File: src/rtl/jtag_types_pkg.sv
// Shared JTAG/AP types: widths, AHB encodings, AP command/status bundles.
// Used by jtag_ahb_ap_engine and jtag_ap_addr_inc.
package jtag_types_pkg;

  localparam int AP_ADDR_WIDTH = 32;
  localparam int AP_DATA_WIDTH = 32;

  typedef enum logic {
    ADDRESS = 1'b0,
    DATA    = 1'b1
  } regselect_t;

  typedef enum logic {
    READ  = 1'b0,
    WRITE = 1'b1
  } r_w_t;

  typedef enum logic [1:0] {
    BYTE     = 2'b00,
    HALFWORD = 2'b01,
    WORD     = 2'b10,
    DWORD    = 2'b11
  } hsize_t;

  typedef enum logic [1:0] {
    IDLE   = 2'b00,
    NONSEQ = 2'b10
  } htrans_t;

  typedef struct packed {
    logic [AP_DATA_WIDTH-1:0] data;
    regselect_t               regselect;
    hsize_t                   size;
    logic                     addrinc;
    r_w_t                     r_w;
  } ap_cmd_t;

  typedef struct packed {
    logic busy;
    logic err;
    logic ovr;
  } ap_status_t;

endpackage

File: src/rtl/jtag_ap_addr_inc.sv
// Size-scaled wrapping address incrementer and alignment check.
// Ports: addr/size in; addr_next = addr + (1<<size) mod 2^W, aligned out.
module jtag_ap_addr_inc
  import jtag_types_pkg::*;
#(
  parameter int ADDR_WIDTH = AP_ADDR_WIDTH
) (
  input  logic [ADDR_WIDTH-1:0] addr,
  input  hsize_t                size,
  output logic [ADDR_WIDTH-1:0] addr_next,
  output logic                  aligned
);

  logic [ADDR_WIDTH-1:0] step;

  assign step      = ADDR_WIDTH'(1) << size;
  assign addr_next = addr + step;
  assign aligned   = ((addr & (step - ADDR_WIDTH'(1))) == '0);

endmodule

File: src/rtl/jtag_ahb_ap_engine.sv
// JTAG AP engine: one AP command -> at most one AHB-Lite SINGLE transfer.
// Ports: CLK/nRST, cmd_* command, status_clr, cap_word/busy, AHB master.
// Optional: JTAG_AP_ALIGN_CHECK_EN rejects misaligned DATA commands.
module jtag_ahb_ap_engine
  import jtag_types_pkg::*;
#(
  parameter int ADDR_WIDTH = AP_ADDR_WIDTH,
  parameter int DATA_WIDTH = AP_DATA_WIDTH
) (
  input  logic                  CLK,
  input  logic                  nRST,
  input  logic                  cmd_valid,
  input  logic [DATA_WIDTH-1:0] cmd_data,
  input  logic                  cmd_regsel,
  input  logic [1:0]            cmd_size,
  input  logic                  cmd_addrinc,
  input  logic                  cmd_rw,
  input  logic                  status_clr,
  output logic [DATA_WIDTH+2:0] cap_word,
  output logic                  busy,
  output logic [ADDR_WIDTH-1:0] HADDR,
  output logic [1:0]            HTRANS,
  output logic                  HWRITE,
  output logic [2:0]            HSIZE,
  output logic [2:0]            HBURST,
  output logic [DATA_WIDTH-1:0] HWDATA,
  input  logic [DATA_WIDTH-1:0] HRDATA,
  input  logic                  HREADY,
  input  logic                  HRESP
);

  typedef enum logic [1:0] {
    ST_IDLE,
    ST_ADDR_PH,
    ST_DATA_PH
  } state_t;

  localparam int LW =
    (ADDR_WIDTH < DATA_WIDTH) ? ADDR_WIDTH : DATA_WIDTH;

  state_t                state;
  ap_status_t            st;
  logic [ADDR_WIDTH-1:0] addr_q;
  logic [ADDR_WIDTH-1:0] addr_next;
  logic [ADDR_WIDTH-1:0] addr_load;
  logic [DATA_WIDTH-1:0] rdata_q;
  logic [DATA_WIDTH-1:0] wdata_q;
  logic                  inc_q;
  logic                  aligned;
  logic                  misalign;
  logic                  size_bad;
  logic                  is_data;
  logic                  bad;
  logic                  err_set;
  logic                  ovr_set;
  hsize_t                inc_size;

  // Alignment is judged on the incoming size; the increment
  // later uses the size already on HSIZE.
  assign inc_size = (state == ST_IDLE) ? hsize_t'(cmd_size)
                                       : hsize_t'(HSIZE[1:0]);

  jtag_ap_addr_inc #(
    .ADDR_WIDTH(ADDR_WIDTH)
  ) u_inc (
    .addr      (addr_q),
    .size      (inc_size),
    .addr_next (addr_next),
    .aligned   (aligned)
  );

`ifdef JTAG_AP_ALIGN_CHECK_EN
  assign misalign = ~aligned;
`else
  logic unused_aligned;
  assign unused_aligned = aligned;
  assign misalign = 1'b0;
`endif

  assign addr_load = ADDR_WIDTH'(cmd_data[LW-1:0]);
  assign size_bad  = (DATA_WIDTH == 32) &&
                     (cmd_size == DWORD);
  assign is_data   = cmd_valid && (cmd_regsel == DATA);
  assign bad       = size_bad | misalign;
  assign ovr_set   = cmd_valid & st.busy;
  assign err_set   = (state == ST_IDLE && is_data && bad) ||
                     (state == ST_DATA_PH && HRESP);

  assign busy     = st.busy;
  assign cap_word = {rdata_q, st};
  assign HBURST   = 3'b000;

  always_ff @(posedge CLK or negedge nRST) begin
    if (!nRST) begin
      state   <= ST_IDLE;
      st      <= '0;
      addr_q  <= '0;
      rdata_q <= '0;
      wdata_q <= '0;
      inc_q   <= 1'b0;
      HADDR   <= '0;
      HTRANS  <= IDLE;
      HWRITE  <= 1'b0;
      HSIZE   <= '0;
      HWDATA  <= '0;
    end else begin
      st.err <= err_set | (st.err & ~status_clr);
      st.ovr <= ovr_set | (st.ovr & ~status_clr);
      unique case (state)
        ST_IDLE: begin
          if (cmd_valid && cmd_regsel == ADDRESS) begin
            addr_q <= addr_load;
          end else if (is_data && !bad) begin
            state   <= ST_ADDR_PH;
            st.busy <= 1'b1;
            HTRANS  <= NONSEQ;
            HADDR   <= addr_q;
            HWRITE  <= cmd_rw;
            HSIZE   <= {1'b0, cmd_size};
            wdata_q <= cmd_data;
            inc_q   <= cmd_addrinc;
          end
        end
        ST_ADDR_PH: begin
          if (HREADY) begin
            state  <= ST_DATA_PH;
            HTRANS <= IDLE;
            HWDATA <= wdata_q;
          end
        end
        ST_DATA_PH: begin
          if (HREADY) begin
            state   <= ST_IDLE;
            st.busy <= 1'b0;
            if (!HRESP) begin
              if (!HWRITE) rdata_q <= HRDATA;
              if (inc_q) addr_q <= addr_next;
            end
          end
        end
        default: state <= ST_IDLE;
      endcase
    end
  end

endmodule

File: config.mk
export PLATFORM = sky130hd
export DESIGN_NAME = jtag_ahb_ap_engine
export DESIGN_NICKNAME = d
export VERILOG_FILES = /design/src/rtl/jtag_types_pkg.sv /design/src/rtl/jtag_ap_addr_inc.sv /design/src/rtl/jtag_ahb_ap_engine.sv
export SDC_FILE = /design/constraint.sdc
export NUM_CORES = 1
export LEC_CHECK = 0
export ABC_AREA = 0
export CELL_PAD_IN_SITES_DETAIL_PLACEMENT = 1
export CELL_PAD_IN_SITES_GLOBAL_PLACEMENT = 2
export CORE_MARGIN = 2
export CORE_UTILIZATION = 34
export CTS_BUF_LIST = sky130_fd_sc_hd__clkbuf_16
export DETAILED_ROUTE_END_ITERATION = 7
export PLACE_DENSITY_LB_ADDON = 0.3
export SYNTH_ARGS = -nofsm -noshare
export SYNTH_HDL_FRONTEND = slang
export SYNTH_HIERARCHICAL = 1
export SYNTH_SLANG_ARGS = --single-unit
File: constraint.sdc
create_clock -name CLK -period 3.4 [get_ports CLK]
set_input_delay 0.68 -clock CLK [delete_from_list [all_inputs] [get_ports CLK]]
set_output_delay 0.68 -clock CLK [all_outputs]
set_load 0.03 [all_outputs]
; ---- Yosys cells after proc, flatten, opt, wreduce, memory -nomap -nowiden
; Cells that the tools add are included.
[op_classes]
n_addsub = 1
n_eq_ne = 10
shifts = 1
muxes = 18
n_bitwise = 10
reduce_logical = 18
[ops]
columns = operator, n
row1 = 32-bit 2-to-1 mux, 4
row2 = 32-bit one-hot mux with 2 select lines, 1
row3 = 32-bit adder, 1
row4 = 1-bit by 2-bit << shifter with 32-bit output (first input constant), 1
row5 = 4-bit AND reduction, 4
row6 = 2-bit 2-to-1 mux, 7
row7 = 2-bit != test (second input constant), 5
row8 = 1-bit logical AND, 6
row9 = 2-bit one-hot mux with 3 select lines, 1
row10 = 1-bit inverter, 5
row11 = 5-bit AND reduction, 1
row12 = 2-bit equality test (second input constant), 2
row13 = 2-bit by 1-bit != test with 1-bit output (second input constant), 2
row14 = 2-bit one-hot mux with 2 select lines, 1
row15 = 2-bit nonzero test, 2
row16 = 1-bit bitwise AND, 3
row17 = 1-bit 2-to-1 mux, 3
row18 = 3-bit AND reduction, 1
row19 = 2-bit by 1-bit equality test with 1-bit output (second input constant), 1
row20 = 2-bit zero test, 1
row21 = 1-bit OR, 2
row22 = 1-bit one-hot mux with 2 select lines, 1
row23 = 2-bit AND reduction, 1
row24 = 1-bit zero test, 1
row25 = 1-bit logical OR, 1
[word_totals]
regBits = 171
inputBits = 75
word_cells = 71

; ---- Logic depth before layout (Yosys ltp)
; Gate-level depths: netlist (run 1).
[depth]
ltp_word = 8
mapped_depth = 12
ltp_nobuf = 12

; ---- By module
; The synthesis (run 1) kept the hierarchy.
[by_module_without_submodules]
columns = module, n_inst, cells_per_inst, area_each_um2, seq_area_each_um2
row1 = jtag_ahb_ap_engine, 1, 423, 6874.1, 4254.1
row2 = jtag_ap_addr_inc, 1, 113, 830.8, 0.0

; ---- Least setup slack after synthesis (run 1)
; OpenSTA, ideal clock, no wires.
[synth_timing]
kind = input to register
from = in cmd_size[0]
to = reg addr_q[22]
setup_ns = 0.127
arrival_ns = 3.003
t_required_ns = 3.273
slack_ns = 0.270
path_stages = 11
path_cell_list = mux2_2 > or2_2 > inv_1 > ha_1 > fa_1 > a211oi_1 > nor3_2 > nand4_1 > xnor2_1 > mux2_2 > mux2_1
[synth_via]
elab_chain_cells = 7
[synth_lines]
columns = element, line_no
row1 = from (decl), jtag_ahb_ap_engine.sv:15  ; input logic [1:0] cmd_size,
row2 = 2-bit 2-to-1 mux, jtag_ahb_ap_engine.sv:60  ; assign inc_size = (state == ST_IDLE) ? hsize_t'(cmd_size)
row3 = 1-bit by 2-bit << shifter with 32-bit output, jtag_ap_addr_inc.sv:16  ; assign step = ADDR_WIDTH'(1) << size;
row4 = 32-bit adder, jtag_ap_addr_inc.sv:17  ; assign addr_next = addr + step;
row5 = named net addr_next[22], jtag_ahb_ap_engine.sv:44  ; logic [ADDR_WIDTH-1:0] addr_next;
row6 = 32-bit 2-to-1 mux, jtag_ahb_ap_engine.sv:137  ; if (inc_q) addr_q <= addr_next;
row7 = 32-bit 2-to-1 mux, jtag_ahb_ap_engine.sv:135  ; if (!HRESP) begin
row8 = 32-bit 2-to-1 mux, jtag_ahb_ap_engine.sv:132  ; if (HREADY) begin
row9 = 32-bit one-hot mux with 2 select lines, jtag_ahb_ap_engine.sv:109  ; unique case (state)
row10 = to (signal assigned), jtag_ahb_ap_engine.sv:112  ; addr_q <= addr_load;
row11 = to (signal assigned), jtag_ahb_ap_engine.sv:137
row12 = to (decl), jtag_ahb_ap_engine.sv:43  ; logic [ADDR_WIDTH-1:0] addr_q;
; The timed path passes the listed nets, and every way through them passes these cells. The select of a mux whose other input is x is not followed.
; A chain may end at the register's enable or synchronous reset.

; ---- Final worst setup path (run 1)
[layout_timing]
from = in cmd_size[0]
to = reg addr_q[28]
[layout_via]
elab_chain_cells = 7
[layout_lines]
columns = element, line_no
row1 = 2-bit 2-to-1 mux, jtag_ahb_ap_engine.sv:60
row2 = named net inc_size[0], jtag_ahb_ap_engine.sv:56  ; hsize_t inc_size;
row3 = 1-bit by 2-bit << shifter with 32-bit output, jtag_ap_addr_inc.sv:16
row4 = 32-bit adder, jtag_ap_addr_inc.sv:17
row5 = named net addr_next[28], jtag_ahb_ap_engine.sv:44
row6 = 32-bit 2-to-1 mux, jtag_ahb_ap_engine.sv:137
row7 = 32-bit 2-to-1 mux, jtag_ahb_ap_engine.sv:135
row8 = 32-bit 2-to-1 mux, jtag_ahb_ap_engine.sv:132
row9 = 32-bit one-hot mux with 2 select lines, jtag_ahb_ap_engine.sv:109
; The timed path passes the listed nets, and every way through them passes these cells. The select of a mux whose other input is x is not followed.

==> impl_metrics.csv, run 1 <==
group,metric,value,unit
layout,layout_commonest_cell,"clkdlybuf4s50_1",
timing,rsz0062_at_grt,"false",
run,cap_violations,0,
place,place_inst,980,
synth,synth_cells,527,
floorplanning,dieWidth,154.0,um
layout,register_area,0.004254,mm^2
route,via_per_inst,4.805,
power_and_ir_drop,p_per_area,939.4,mW/mm^2
place,gp_congestion,0.7349,
timing,worst_slew_pin_slew,1.055,ns
layout,drive_gt1_frac,0.3215,
global_routing,grt_pass1_wl,29620,um
global_routing,grtUsageMet3,0.03551,
layout,multiInputGateArea,0.003224,mm^2
floorplanning,start_util,0.3484,
place,io_buffers,178,
clock_network,cts-hold-fix-buffers,0,
worst_setup_path,path_class,"input pin to flop",
route,drc_errors,0,
floorplanning,core,0.02196,mm^2
place,place_area,0.009837,mm^2
clock_network,h-tree-depth,4,
clock_network,clock-root-buffer,"clkbuf_16",
layout,layout.cells.non_filler,1014,
worst_setup_path,cpMostUsedCell,"mux2_2",
clock_network,cts_max_path_buffers,2,
timing,clock-skew-final,0.01385,ns
place,dp_hpwl,12730,um
worst_setup_path,reg2reg_slack,0.19,ns
clock_network,numClockSinks,170,
timing,fin_crit,3.259,ns
layout,area_growth,36.71,%
timing,slew_viol_final,0,
floorplanning,die_area,0.02372,mm^2
layout,mostFrequentLayoutCells,"clkdlybuf4s50_1 (177), dfrtp_1 (170), mux2_2 (157)",
global_routing,antenna_found_initial,0,
clock_network,clk_pin_slew,0.07,ns
route,vias,4872,
synth,netlist_area,0.007651,mm^2
global_routing,top_usage_layer,"met2",
clock_network,cts_buffers,17,
global_routing,grtUsageTotal,0.1586,
global_routing,grt_overflow,0,
synth,synth.avg_cell_area,14.52,um^2
clock_network,insertion_delay,0.42,ns
route,wl_per_cell,17.93,um
run_status,outcome,"finished, final reports clean",
worst_setup_path,r2r_end,"addr_q[28]",
route,antenna_left,0,
worst_setup_path,crit_chain,"clkdlybuf4s50_1 > mux2_2 > or2_2 > inv_1 > ha_2 > fa_2 > a211oi_2 > buf_4 > nor3b_4 > nand4_1 > xnor2_1 > mux2_2 > mux2_1",
hold_path,hp-class,"input pin to async pin",
global_routing,grt_pass1_vias,5331,
route,drt_iter0_markers,189,
timing,post-route-period-util,0.9584,
power_and_ir_drop,p_leak,4.424,nW
worst_setup_path,worst_setup_path_start_kind,"input pin",
layout,stdcell_area,0.01046,mm^2
floorplanning,row_count,54,
global_routing,use_met2,0.2693,
worst_setup_path,reg2regPathDepth,13,
worst_setup_path,worstReg2RegStart,"state[1]",
floorplanning,die_y,154.0,um
layout,fin_util,0.4764,
layout,antennaDiodeCount,0,
route,first_pass_iters,4,
timing,hold_violations,0,
worst_setup_path,cp.required,3.70,ns
layout,num-fill-cells,2198,
timing,setup_viol,0,
clock_network,tritoncts,"yes",
worst_setup_path,worstPathMaxFanout,4,
worst_setup_path,worstPathArrival,3.56,ns
power_and_ir_drop,vdd_drop_max,0.3681,mV
place,pre_cts_ws,-0.5687,ns
global_routing,use_met1,0.2062,
global_routing,grt_max_degree,65,
layout,nets,802,
worst_setup_path,slowest_delay,0.42,ns
worst_setup_path,slowest_stage,"clkdlybuf4s50_1",
route,routed_wl,18180,um
worst_setup_path,setup.worst_path.end_class,"flop",
synth,ys_warn_count,6,
timing,timing.fmax,306.9,MHz
floorplanning,num_io_pins,184,
timing,timing.slew.headroom,0.2968,
timing,setup_slack,0.1414,ns
-- routing by layer --
metal,share of wire,routed length [um]
met1,0.46,8389
met2,0.49,8951
met3,0.037,681
met4,0.0087,158
met5,0,0
-- state kept, by name, summed over array words and instances, names as in the netlist, 2 cells and up --
register	count
rdata_q	32
wdata_q	32
cap_word	2
addr_q	32
HADDR	32
HWDATA	32
HSIZE	2
state	2
-- power by group --
group	internal (mW)	switching, mW	leakage [nW]
Clock	1.03	0.863	0.282
Sequential	2.93	0.671	2.05
Combinational	2.14	2.20	2.10
-- worst max-delay path by stage --
stage	from	endpoint	slack [ns]	depth (start not counted)
floorplan	cmd_size[0]	addr_q[22]	0.27	11
global placement	cmd_size[0]	addr_q[18]	-0.48	12
detailed placement	cmd_size[0]	addr_q[18]	-0.57	12
CTS	state[1]	addr_q[30]	0.02	13
global route	cmd_size[0]	addr_q[30]	0.01	13
finish	cmd_size[0]	addr_q[28]	0.14	13
-- per-stage QoR --
stage	hold WS [ns]	setup TNS, ns	power, mW
after floorplan	0.3844	0	6.065
after global placement	0.4613	-5.692	7.843
after detailed placement	0.4787	-7.141	7.987
after CTS	0.2597	0	9.929
after global routing	0.2650	0	10.39
final	0.2472	0	9.826
-- repair_timing --
action	4_1_cts	5_1_grt
pin swaps	0	5
gates cloned	0	0
buffers inserted	0	2
setup endpoints to repair	7	12
resized for setup	1	5
-- cell type report --
| type | instances | area share |
|---|---|---|
| inverter | 8 | 0.002871 |
| clock inverter | 15 | 0.01388 |
| multi-input combinational | 323 | 0.3083 |
| clock buffer | 17 | 0.04067 |
| sequential | 170 | 0.4067 |
| tap | 280 | 0.03349 |
| timing repair buffer | 201 | 0.1941 |
-- worst max-delay path: cells and delay by family --
kind / cells / cell delay (ns)
multiplexers: 3 / 0.83
AND/OR/NAND/NOR: 3 / 0.70
buffers and inverters: 3 / 0.65
adder cells (fa/ha/maj): 2 / 0.42
XOR/XNOR: 1 / 0.16
AO/OA/AOI/OAI: 1 / 0.10
Power figures use the tool's default switching activity.
==> run 2, diff against run 1 <==
--- a/config.mk
+++ b/config.mk
@@ -8,11 +8,13 @@
 export ABC_AREA = 0
 export CELL_PAD_IN_SITES_DETAIL_PLACEMENT = 1
 export CELL_PAD_IN_SITES_GLOBAL_PLACEMENT = 2
-export CORE_MARGIN = 2
+export CORE_MARGIN = 3
 export CORE_UTILIZATION = 34
 export CTS_BUF_LIST = sky130_fd_sc_hd__clkbuf_16
 export DETAILED_ROUTE_END_ITERATION = 7
+export HOLD_SLACK_MARGIN = 0.05
 export PLACE_DENSITY_LB_ADDON = 0.3
+export REMOVE_ABC_BUFFERS = 1
 export SYNTH_ARGS = -nofsm -noshare
 export SYNTH_HDL_FRONTEND = slang
 export SYNTH_HIERARCHICAL = 1
==> impl_metrics.csv, run 2 (synthesis results as in run 1) <==
group,metric,value,unit
layout,mostFrequentLayoutCells,"clkdlybuf4s50_1 (177), dfrtp_1 (170), mux2_2 (157)",
clock_network,numClockSinks,170,
clock_network,insertion_delay,0.42,ns
clock_network,h-tree-depth,4,
timing,fin_hold_ws,0.2598,ns
layout,nets,803,
layout,drive_gt1_frac,0.3252,
worst_setup_path,cp-endpoint,"addr_q[30]",
layout,antennaDiodeCount,0,
worst_setup_path,crit_start,"cmd_size[0]",
global_routing,grt_overflow,0,
worst_setup_path,path_class,"input pin to flop",
floorplanning,die_y,156.0,um
timing,timing.fmax,306.5,MHz
place,pre_cts_ws,-0.3662,ns
worst_setup_path,worstPathMaxFanout,4,
floorplanning,num_io_pins,184,
global_routing,grt_max_degree,72,
route,routed_wl,19020,um
place,io_buffers,178,
layout,stdcell_area,0.01047,mm^2
worst_setup_path,reg2reg_slack,0.21,ns
route,vias,4978,
timing,clock-skew-final,0.009228,ns
worst_setup_path,r2r_end,"addr_q[30]",
layout,fin_util,0.4768,
route,wl_per_cell,18.74,um
timing,setup_viol,0,
worst_setup_path,reg2regPathDepth,14,
clock_network,clock-root-buffer,"clkbuf_16",
run,cap_violations,0,
timing,rsz0062_at_grt,"false",
timing,setup_slack,0.1372,ns
hold_path,hp-class,"input pin to async pin",
run_status,outcome,"finished, final reports clean",
timing,slew_viol_final,0,
floorplanning,core,0.02196,mm^2
layout,area_growth,36.83,%
place,gp_congestion,0.7762,
floorplanning,start_util,0.3484,
timing,worst_slew_pin_slew,0.6714,ns
timing,fin_crit,3.263,ns
route,first_pass_iters,4,
route,via_per_inst,4.904,
clock_network,clk_pin_slew,0.07,ns
worst_setup_path,setup.worst_path.end_class,"flop",
global_routing,grtUsageTotal,0.1575,
layout,layout_commonest_cell,"clkdlybuf4s50_1",
timing,post-route-period-util,0.9596,
clock_network,cts_max_path_buffers,2,
worst_setup_path,cp.required,3.70,ns
worst_setup_path,worstPathArrival,3.56,ns
route,antenna_left,0,
timing,hold_violations,0,
power_and_ir_drop,p_leak,4.403,nW
timing,timing.slew.headroom,0.5491,
route,drc_errors,0,
route,drt_iter0_markers,191,
power_and_ir_drop,finalPower,9.956,mW
global_routing,antenna_found_initial,0,
clock_network,cts-hold-fix-buffers,0,
power_and_ir_drop,p_per_area,951.1,mW/mm^2
global_routing,grt_pass1_vias,5535,
worst_setup_path,worst_setup_path_start_kind,"input pin",
floorplanning,dieWidth,156.0,um
power_and_ir_drop,vdd_drop_max,0.4347,mV
floorplanning,row_count,54,
global_routing,grt_pass1_wl,30290,um
worst_setup_path,worstReg2RegStart,"state[1]",
place,place_area,0.009827,mm^2
clock_network,tritoncts,"yes",
clock_network,cts_buffers,17,
place,dp_hpwl,13310,um
floorplanning,die_area,0.02434,mm^2
## run 2: cell count changes in the layout (fill, tap and decap cells not counted), moves of 2 or more
cell / change
buf_12: -3
clkinv_1: -2
clkinvlp_4: +5
clkinv_4: -4
bufinv_16: +2
buf_4: +3
## run 2: final cells by class
cell class,instances,area [um^2]
Timing Repair Buffer,202,2004
Sequential cell,170,4254
Clock buffer,17,425.4
Fill cell,2185,11490
Tap cell,280,350.3
Clock inverter,15,187.7
Multi-Input combinational cell,323,3217
Inverter,8,30.03
## run 2: how the worst min path moves through the flow
stage / start / to / slack [ns] / depth (start not counted)
detailed placement: HTRANS[1] / HTRANS[1] / 0.47 / 2
global route: nRST / rdata_q[19] / 0.30 / 1
global placement: HTRANS[1] / HTRANS[1] / 0.46 / 2
floorplan: nRST / HADDR[0] / 0.38 / 0
CTS: nRST / rdata_q[1] / 0.26 / 1
finish: nRST / rdata_q[19] / 0.26 / 1
## run 2: through the flow
step	std cells	setup TNS [ns]
after floorplan	501	0
after global placement	982	-4.040
after detailed placement	982	-5.586
after CTS	1014	0
after global routing	1015	0
final	1015	0
## run 2: repair_timing
item                       CTS  global route
setup buffers                0             1
gates resized for setup      0             6
setup endpoints to repair    0            11
## run 2: where the power goes
group          internal (mW)  switching (mW)  total (mW)
Sequential              2.93           0.689        3.62
Combinational           2.11            2.20        4.31
Clock                   1.17           0.855        2.03
## run 2: layer usage
metal,global-route usage,wire [um],vias to the layer above
li1,-,-,2255
met1,0.1979,8426,2553
met2,0.2647,9190,148
met3,0.04438,1143,22
met4,0.04752,261,0
met5,0,0,-
## run 2: worst max-delay path, stage by stage
cell and delay [ns]:
clkdlybuf4s50_1 0.44, mux2_2 0.29, or2_2 0.32, inv_2 0.07, ha_4 0.14, fa_2 0.23, a211oi_1 0.08, buf_4 0.16
nor3b_2 0.16, buf_4 0.15, nand4_1 0.11, xnor2_1 0.17, mux2_2 0.25, mux2_1 0.30
==> run 3, diff against run 2 <==
==> constraint.sdc (replaced) <==
create_clock -name CLK -period 3.28 [get_ports CLK]
set_input_delay 0.656 -clock CLK [delete_from_list [all_inputs] [get_ports CLK]]
set_output_delay 0.656 -clock CLK [all_outputs]
set_load 0.03 [all_outputs]
==> impl_metrics.csv, run 3 (synthesis results as in run 1) <==
group,metric,value,unit
run_status,outcome,"finished, final reports clean",
global_routing,grt_overflow,0,
power_and_ir_drop,vdd_drop_max,0.4343,mV
timing,rsz0062_at_grt,"false",
run,cap_violations,0,
timing,setup_tns,0,ns
worst_setup_path,worstPathArrival,3.45,ns
global_routing,grt_pass1_wl,29700,um
timing,setup_viol,0,
hold_path,hp-class,"input pin to async pin",
global_routing,antenna_found_initial,0,
clock_network,clock-root-buffer,"clkbuf_16",
timing,clock-skew-final,0.01081,ns
floorplanning,die_y,156.0,um
timing,post-route-period-util,0.9575,
layout,drive_gt1_frac,0.3243,
global_routing,grtUsageTotal,0.1560,
power_and_ir_drop,p_per_area,983.5,mW/mm^2
route,wl_per_cell,18.47,um
timing,hold_violations,0,
clock_network,cts_max_path_buffers,2,
worst_setup_path,reg2reg_slack,0.20,ns
worst_setup_path,setup.worst_path.end_class,"flop",
timing,timing.slew.headroom,0.5432,
clock_network,cts-hold-fix-buffers,0,
place,gp_congestion,0.7831,
layout,antennaDiodeCount,0,
power_and_ir_drop,p_leak,4.422,nW
place,io_buffers,178,
layout,multiInputGateArea,0.003227,mm^2
route,vias,4914,
layout,stdcell_area,0.01049,mm^2
route,drc_errors,0,
clock_network,clk_pin_slew,0.07,ns
layout,register_area,0.004254,mm^2
route,antenna_left,0,
layout,mostFrequentLayoutCells,"clkdlybuf4s50_1 (177), dfrtp_1 (170), mux2_2 (157)",
route,first_pass_iters,4,
layout,nets,805,
layout,layout_commonest_cell,"clkdlybuf4s50_1",
worst_setup_path,path_class,"input pin to flop",
layout,num-fill-cells,2200,
worst_setup_path,r2r_end,"addr_q[28]",
worst_setup_path,reg2regPathDepth,14,
timing,fin_hold_ws,0.1964,ns
floorplanning,num_io_pins,184,
floorplanning,core,0.02196,mm^2
worst_setup_path,worstReg2RegStart,"state[1]",
global_routing,grt_pass1_vias,5463,
floorplanning,start_util,0.3484,
layout,area_growth,37.07,%
global_routing,grt_max_degree,69,
place,place_inst,984,
clock_network,tritoncts,"yes",
clock_network,insertion_delay,0.43,ns
floorplanning,dieWidth,156.0,um
timing,worst_slew_pin_slew,0.6802,ns
floorplanning,row_count,54,
clock_network,cts_buffers,17,
route,routed_wl,18790,um
layout,layout.cells.non_filler,1017,
timing,fin_crit,3.141,ns
place,place_area,0.009854,mm^2
timing,timing.fmax,318.4,MHz
clock_network,h-tree-depth,4,
route,drt_iter0_markers,149,
route,via_per_inst,4.832,
floorplanning,die_area,0.02434,mm^2
place,dp_hpwl,13290,um
clock_network,numClockSinks,170,
worst_setup_path,worst_setup_path_start_kind,"input pin",
timing,slew_viol_final,0,
worst_setup_path,worstPathMaxFanout,4,
worst_setup_path,cp.required,3.59,ns
layout,fin_util,0.4776,
## run 3: metrics by stage
stage	power, mW	setup WS, ns
after global placement	8.154	-0.3847
after floorplan	6.243	0.1101
after CTS	10.45	0.01702
final	10.31	0.1393
after detailed placement	8.319	-0.4891
after global routing	10.89	0.0004181
## run 3: power breakdown
| group | switching [mW] | internal, mW |
|---|---|---|
| registers | 0.708 | 3.04 |
| logic | 2.29 | 2.23 |
| clock network | 0.858 | 1.20 |
## run 3: repair_timing
item	in CTS	in global routing
pin swaps	1	2
gates resized for setup	3	5
endpoints found under the setup margin	8	12
setup buffers	1	0
## run 3: worst max-delay path: stages
cell and delay (ns):
clkdlybuf4s50_1 0.43, mux2_2 0.29, or2_4 0.26, inv_2 0.06
ha_4 0.14, fa_2 0.22, a211oi_2 0.06, buf_4 0.15
nor3b_2 0.18, buf_4 0.16, nand4_1 0.11, xnor2_1 0.17
mux2_2 0.25, mux2_1 0.30
## run 3: per-layer routing
metal,track usage,share of wire,vias to the layer above
li1,-,-,2257
met1,0.1939,0.44,2490
met2,0.2643,0.49,151
met3,0.04494,0.063,16
met4,0.04668,0.012,0
met5,0,0,-
## run 3: area by class of cell
| class | instances | area share |
|---|---|---|
| timing repair buffer | 204 | 0.1934 |
| sequential | 170 | 0.4056 |
| multi-input combinational | 323 | 0.3077 |
| clock buffer | 17 | 0.04056 |
| clock inverter | 15 | 0.01646 |
| inverter | 8 | 0.002863 |
| tap | 280 | 0.03340 |
## run 3: worst max path at each step
stage / start / to / slack (ns) / depth (start not counted)
3_5_place_dp: cmd_size[0] / addr_q[28] / -0.49 / 14
2_1_floorplan: cmd_size[0] / addr_q[27] / 0.11 / 10
6_report: cmd_size[0] / addr_q[28] / 0.14 / 14
5_1_grt: cmd_size[1] / addr_q[15] / 0.0004 / 14
4_1_cts: cmd_size[0] / addr_q[28] / 0.02 / 14
3_3_place_gp: cmd_size[0] / addr_q[18] / -0.38 / 14
==> edit 1: new RTL, flow settings as in run 3 <==
Make the reset (`nRST`) synchronous in one clocked block.
--- a/src/rtl/jtag_ahb_ap_engine.sv
+++ b/src/rtl/jtag_ahb_ap_engine.sv
@@ -90,7 +90,7 @@
   assign cap_word = {rdata_q, st};
   assign HBURST   = 3'b000;
 
-  always_ff @(posedge CLK or negedge nRST) begin
+  always_ff @(posedge CLK) begin
     if (!nRST) begin
       state   <= ST_IDLE;
       st      <= '0;
Check against the original RTL: differs if nRST is asserted again (counterexample within 4 cycles, from zero or initial values and one cycle with nRST low); with nRST held inactive, the same outputs for 4 cycles.
==> edit 1 against run 3 <==
- register-to-register slack gained 0.24 ns
- sequential cell count did not move
- wire length grew 22%
- worst hold slack better by 0.25 ns
- cell area down 0.16%
- synthesized area increased by 3.7%
- worst setup slack improved by 0.23 ns
- global-route usage increased by 2.6 points
- critical path type unchanged
- maximum frequency rose by 8.0%
- count of clock-buffer cells in the layout is the same
Power is not compared: it rests on default switching activity, and its combinational part moved more than twofold at a synthesized area within 25%.
==> edit 1: results (changes against run 3) <==
* Run status: finished clean
* Crit path from: cmd_size[0]
* PortBufs at 178 (unchanged)
* R2R cell count at 11 (-3)
* Clk slew on worst S/H paths at 0.07 ns (about the same)
* Clock buffer count from CTS at 17 (unchanged)
* Final Skew at 0.0112 ns (+0.000434 ns)
* Hold path startpoint: wdata_q[8]
* WL/cell at 17.0 µm (-8.1%)
* Via count at 6,720 (+37%)
* Root Driver: clkbuf_16
* Residual DRC count at 0 (unchanged)
* Antenna cells at 0 (unchanged)
* GRT Util Overall at 18.2% (+2.6 points)
* Post-DP HPWL at 15.6 mm (+17%)
* Gpl congestion at 0.756 (-3.5%)
* CTS resizes at 0 (-3)
* VDD IR max at 0.310 mV
* Largest net degree at the start of global routing at 140 (+100%)
* DP Area at 9920 µm² (+0.65%)
* Global-route wire length before repair at 37.7 mm (+27%)
* Sum Neg Setup Slack at 0 ns (unchanged)
* H-tree depth at 4 (unchanged)
* Internal reg-to-reg setup slack at 0.44 ns (+0.24 ns)
* Critical R2R Capture: addr_q[7]
* Hold slack at 0.451 ns (+0.255 ns)
* Worst hold endpoint: HWDATA[8]
* First-pass DRT Iterations at 4 (unchanged)
* Setup Fix Bufs, Post-CTS at 0 (-1)
* P_leak at 3.57 nW
* Clk_lat worst skew at 0.43 ns (about the same)
* Rel. slew slack at 33.6% (-21 points)
* Number of fill cells in the layout at 2,600 (+18%)
* CTS max path bufs at 2 (unchanged)
* Crit-path max FO at 7 (+3)
* Worst Hold Class: register to register
* Nets at 1,107 (+38%)
* Initial antenna violation count at 0 (unchanged)
* Worst EP arrival at 3.24 ns (-0.21 ns)
* Worst hold stages at 2
* Fraction of layout cells with a size suffix above 1 at 10.4% (-22 points)
* Worst r2r src: state[0]
* Vias in the first global route at 6,970 (+28%)
* Drt initial violations at 381 (+160%)
* Ys Warns at 6 (unchanged)
==> edit 1: how the worst max path moves through the flow <==
stage                            end  slack [ns]  depth (start not counted)
after CTS                  addr_q[7]        0.36                         11
after floorplan             HADDR[0]       -2.83                          3
after global placement    addr_q[10]        0.01                         12
after detailed placement   addr_q[7]       -0.04                         11
final                      addr_q[7]        0.37                         11
after global routing      addr_q[30]        0.23                         12
==> edit 1: area by class of cell <==
type	count	area, µm²	share of cell area, %
Tap cell	313	392	3.74
Multi-Input combinational cell	626	4050	38.7
Clock inverter	12	128	1.22
Timing Repair Buffer	207	2050	19.5
Clock buffer	17	425	4.06
Sequential cell	170	3400	32.5
Inverter	6	25.0	0.239
==> edit 1: worst max-delay path, cell delays in order <==
cell and delay, ns:
clkdlybuf4s50_1 0.44, mux2_2 0.31, nor2b_1 0.17, ha_1 0.20
or3_1 0.34, a31o_1 0.23, and2_1 0.26, nand4_1 0.17
xnor2_1 0.13, mux2i_1 0.10, a211oi_2 0.24
==> edit 1: through the flow <==
stage                     setup slack [ns]  cells
after floorplan                      -2.83    802
after detailed placement           -0.0362   1322
after global routing                 0.234   1351
after global placement              0.0102   1322
final                                0.372   1351
after CTS                            0.360   1351
==> edit 1: metal layers <==
| layer | routed length [µm] | track usage (%) |
|---|---|---|
| met1 | 10600 | 23.4 |
| met2 | 10400 | 29.6 |
| met3 | 1730 | 6.44 |
| met4 | 189 | 3.82 |
| met5 | 0 | 0 |
==> edit 1: power breakdown <==
part / total (mW) / switching, mW / internal (mW) / leakage, nW
registers: 2.20 / 0.0686 / 2.13 / 1.38
clock network: 1.96 / 0.854 / 1.11 / 0.268
logic: 0.572 / 0.309 / 0.263 / 1.92
total: 4.73 / 1.23 / 3.50 / 3.57
==> edit 2: new RTL, config.mk and constraints of run 3 <==
Without the edit above. Change the package constant `AP_DATA_WIDTH` from 32 to 24.
--- a/src/rtl/jtag_types_pkg.sv
+++ b/src/rtl/jtag_types_pkg.sv
@@ -3,7 +3,7 @@
 package jtag_types_pkg;
 
   localparam int AP_ADDR_WIDTH = 32;
-  localparam int AP_DATA_WIDTH = 32;
+  localparam int AP_DATA_WIDTH = 24;
 
   typedef enum logic {
     ADDRESS = 1'b0,
Interface: changed (resized HRDATA, HWDATA, cap_word and cmd_data); port bits go from 184 to 152. The function was not compared with the original's and may differ.
==> edit 2 against run 3 <==
- sequential cell count shrank 24
- cell area is 12% lower
- wire length shrank 12%
- worst setup slack worse by 0.053 ns
- power decreased by 15%
- clock skew down 0.0029 ns
- die area is 12% lower
- combinational power fell by 17%
- register-to-register slack got worse by 0.06 ns
- sequential share of layout area decreased by 0.87 points
- cell count decreased by 9.2%
- synthesized area is 13% lower
- maximum frequency shrank 1.7%
- critical path type unchanged
==> edit 2: results (changes against run 3) <==
* Initial antenna violation count at 0 (unchanged)
* Slew @ Worst Pin at 1.05 ns (+0.369 ns)
* Residual DRC count at 0 (unchanged)
* Global-route wire length before repair at 26.9 mm (-9.5%)
* CTS max path bufs at 2 (unchanged)
* Nets at 716 (-11%)
* Post-DP HPWL at 11.6 mm (-13%)
* Worst Hold Class: primary input to asynchronous set/reset pin
* Antenna cells at 0 (unchanged)
* Via count at 4,396 (-11%)
* P_leak at 3.85 nW (-13%)
* Number of vias per cell at 4.76 (-1.4%)
* Clk_lat worst skew at 0.41 ns (-0.02 ns)
* GRT Util Overall at 15.9% (+0.27 points)
* Mapped Cells at 478 (-9.3%)
* Root Driver: clkbuf_16
* Crit-path max FO at 8 (+4)
* First-pass DRT Iterations at 4 (unchanged)
* Placed cells at 892 (-9.3%)
* Clock buffer count from CTS at 17 (unchanged)
* VDD IR max at 0.386 mV (-11%)
* Final Skew at 0.00788 ns (-0.00293 ns)
* Slowest-stage cell, CP: clkdlybuf4s50_1
* H-tree depth at 4 (unchanged)
* PortBufs at 146 (-18%)
* Fraction of layout cells with a size suffix above 1 at 35.7% (+3.3 points)
* Setup WS pre-CTS at -0.371 ns (+0.118 ns)
* Ys Warns at 6 (unchanged)
* Run status: finished clean
* WL/cell at 17.9 µm (-3.1%)
* Overflow after GRT at 0 (unchanged)
* Vias in the first global route at 4,860 (-11%)
* Gpl congestion at 0.739 (-5.6%)
* Setup Fix Bufs, Post-CTS at 0 (-1)
* Drt initial violations at 126 (-15%)
* Largest regs: HADDR x32, addr_q x32
* Clk slew on worst S/H paths at approximately 0.06 ns
* Worst EP arrival at 3.49 ns (+0.04 ns)
* Critical path's largest stage delay at ~0.42 ns
* Largest net degree at the start of global routing at 85 (+23%)
* Number of fill cells in the layout at 1,945 (-12%)
[edit 2: routing by layer]
layer	wire length [µm]	GRT usage (%)	up-vias
li1	-	-	2018
met4	196	5.41	0
met5	0	0	-
met3	657	4.00	16
met1	7290	19.3	2264
met2	8380	27.5	98
[edit 2: worst max-delay path: cells and delay by family]
family | cells | cell delay [ns]
muxes | 3 | 0.79
buffers and inverters | 4 | 0.85
xor gates and xnor gates | 1 | 0.16
and+or+nand+nor | 3 | 0.60
adders and majority gates | 2 | 0.34
AOI/OAI and AO/OA | 1 | 0.09
[edit 2: path summary, 6_finish.rpt]
path / startpoint / endpoint / slack [ns] / cells past startpoint
max reg2reg: state[0] / addr_q[22] / 0.14 / 14
min reg2reg: HTRANS[1] / HTRANS[1] / 0.48 / 1
min: nRST / HWDATA[19] / 0.28 / 1
max: cmd_size[0] / addr_q[22] / 0.09 / 14
max in group asynchronous: nRST / HADDR[6] / 2.09 / 2
min in group CLK: HTRANS[1] / HTRANS[1] / 0.48 / 1
[edit 2: stage by stage]
| step | cell area, µm² | power, mW |
|---|---|---|
| 4_1_cts | 9180 | 8.92 |
| 6_report | 9210 | 8.81 |
| 2_1_floorplan | 6490 | 5.18 |
| 5_1_grt | 9210 | 9.31 |
| 3_3_place_gp | 8580 | 6.78 |
| 3_5_place_dp | 8580 | 6.91 |
[edit 2: final cells by class]
class                   count  area share [%]
flip-flops and latches    146            39.7
multi-input cells         292            30.7
repair buffers            177            19.0
clock buffers              17            4.62
well taps                 260            3.53
clock inverters            14            1.81
inverters                  17           0.693
[edit 2: report_power, final]
part,switching (mW),internal [mW],total (mW)
registers,0.562,2.54,3.10
clock network,0.768,1.19,1.96
logic,1.88,1.87,3.75
total,3.21,5.60,8.81
[edit 2: timing repair]
item / in CTS / in global routing
hold endpoints to repair: 0 / 0
endpoints found under the setup margin: 1 / 8
pin swaps: 0 / 1
hold buffers: 0 / 0
gates resized for setup: 1 / 6
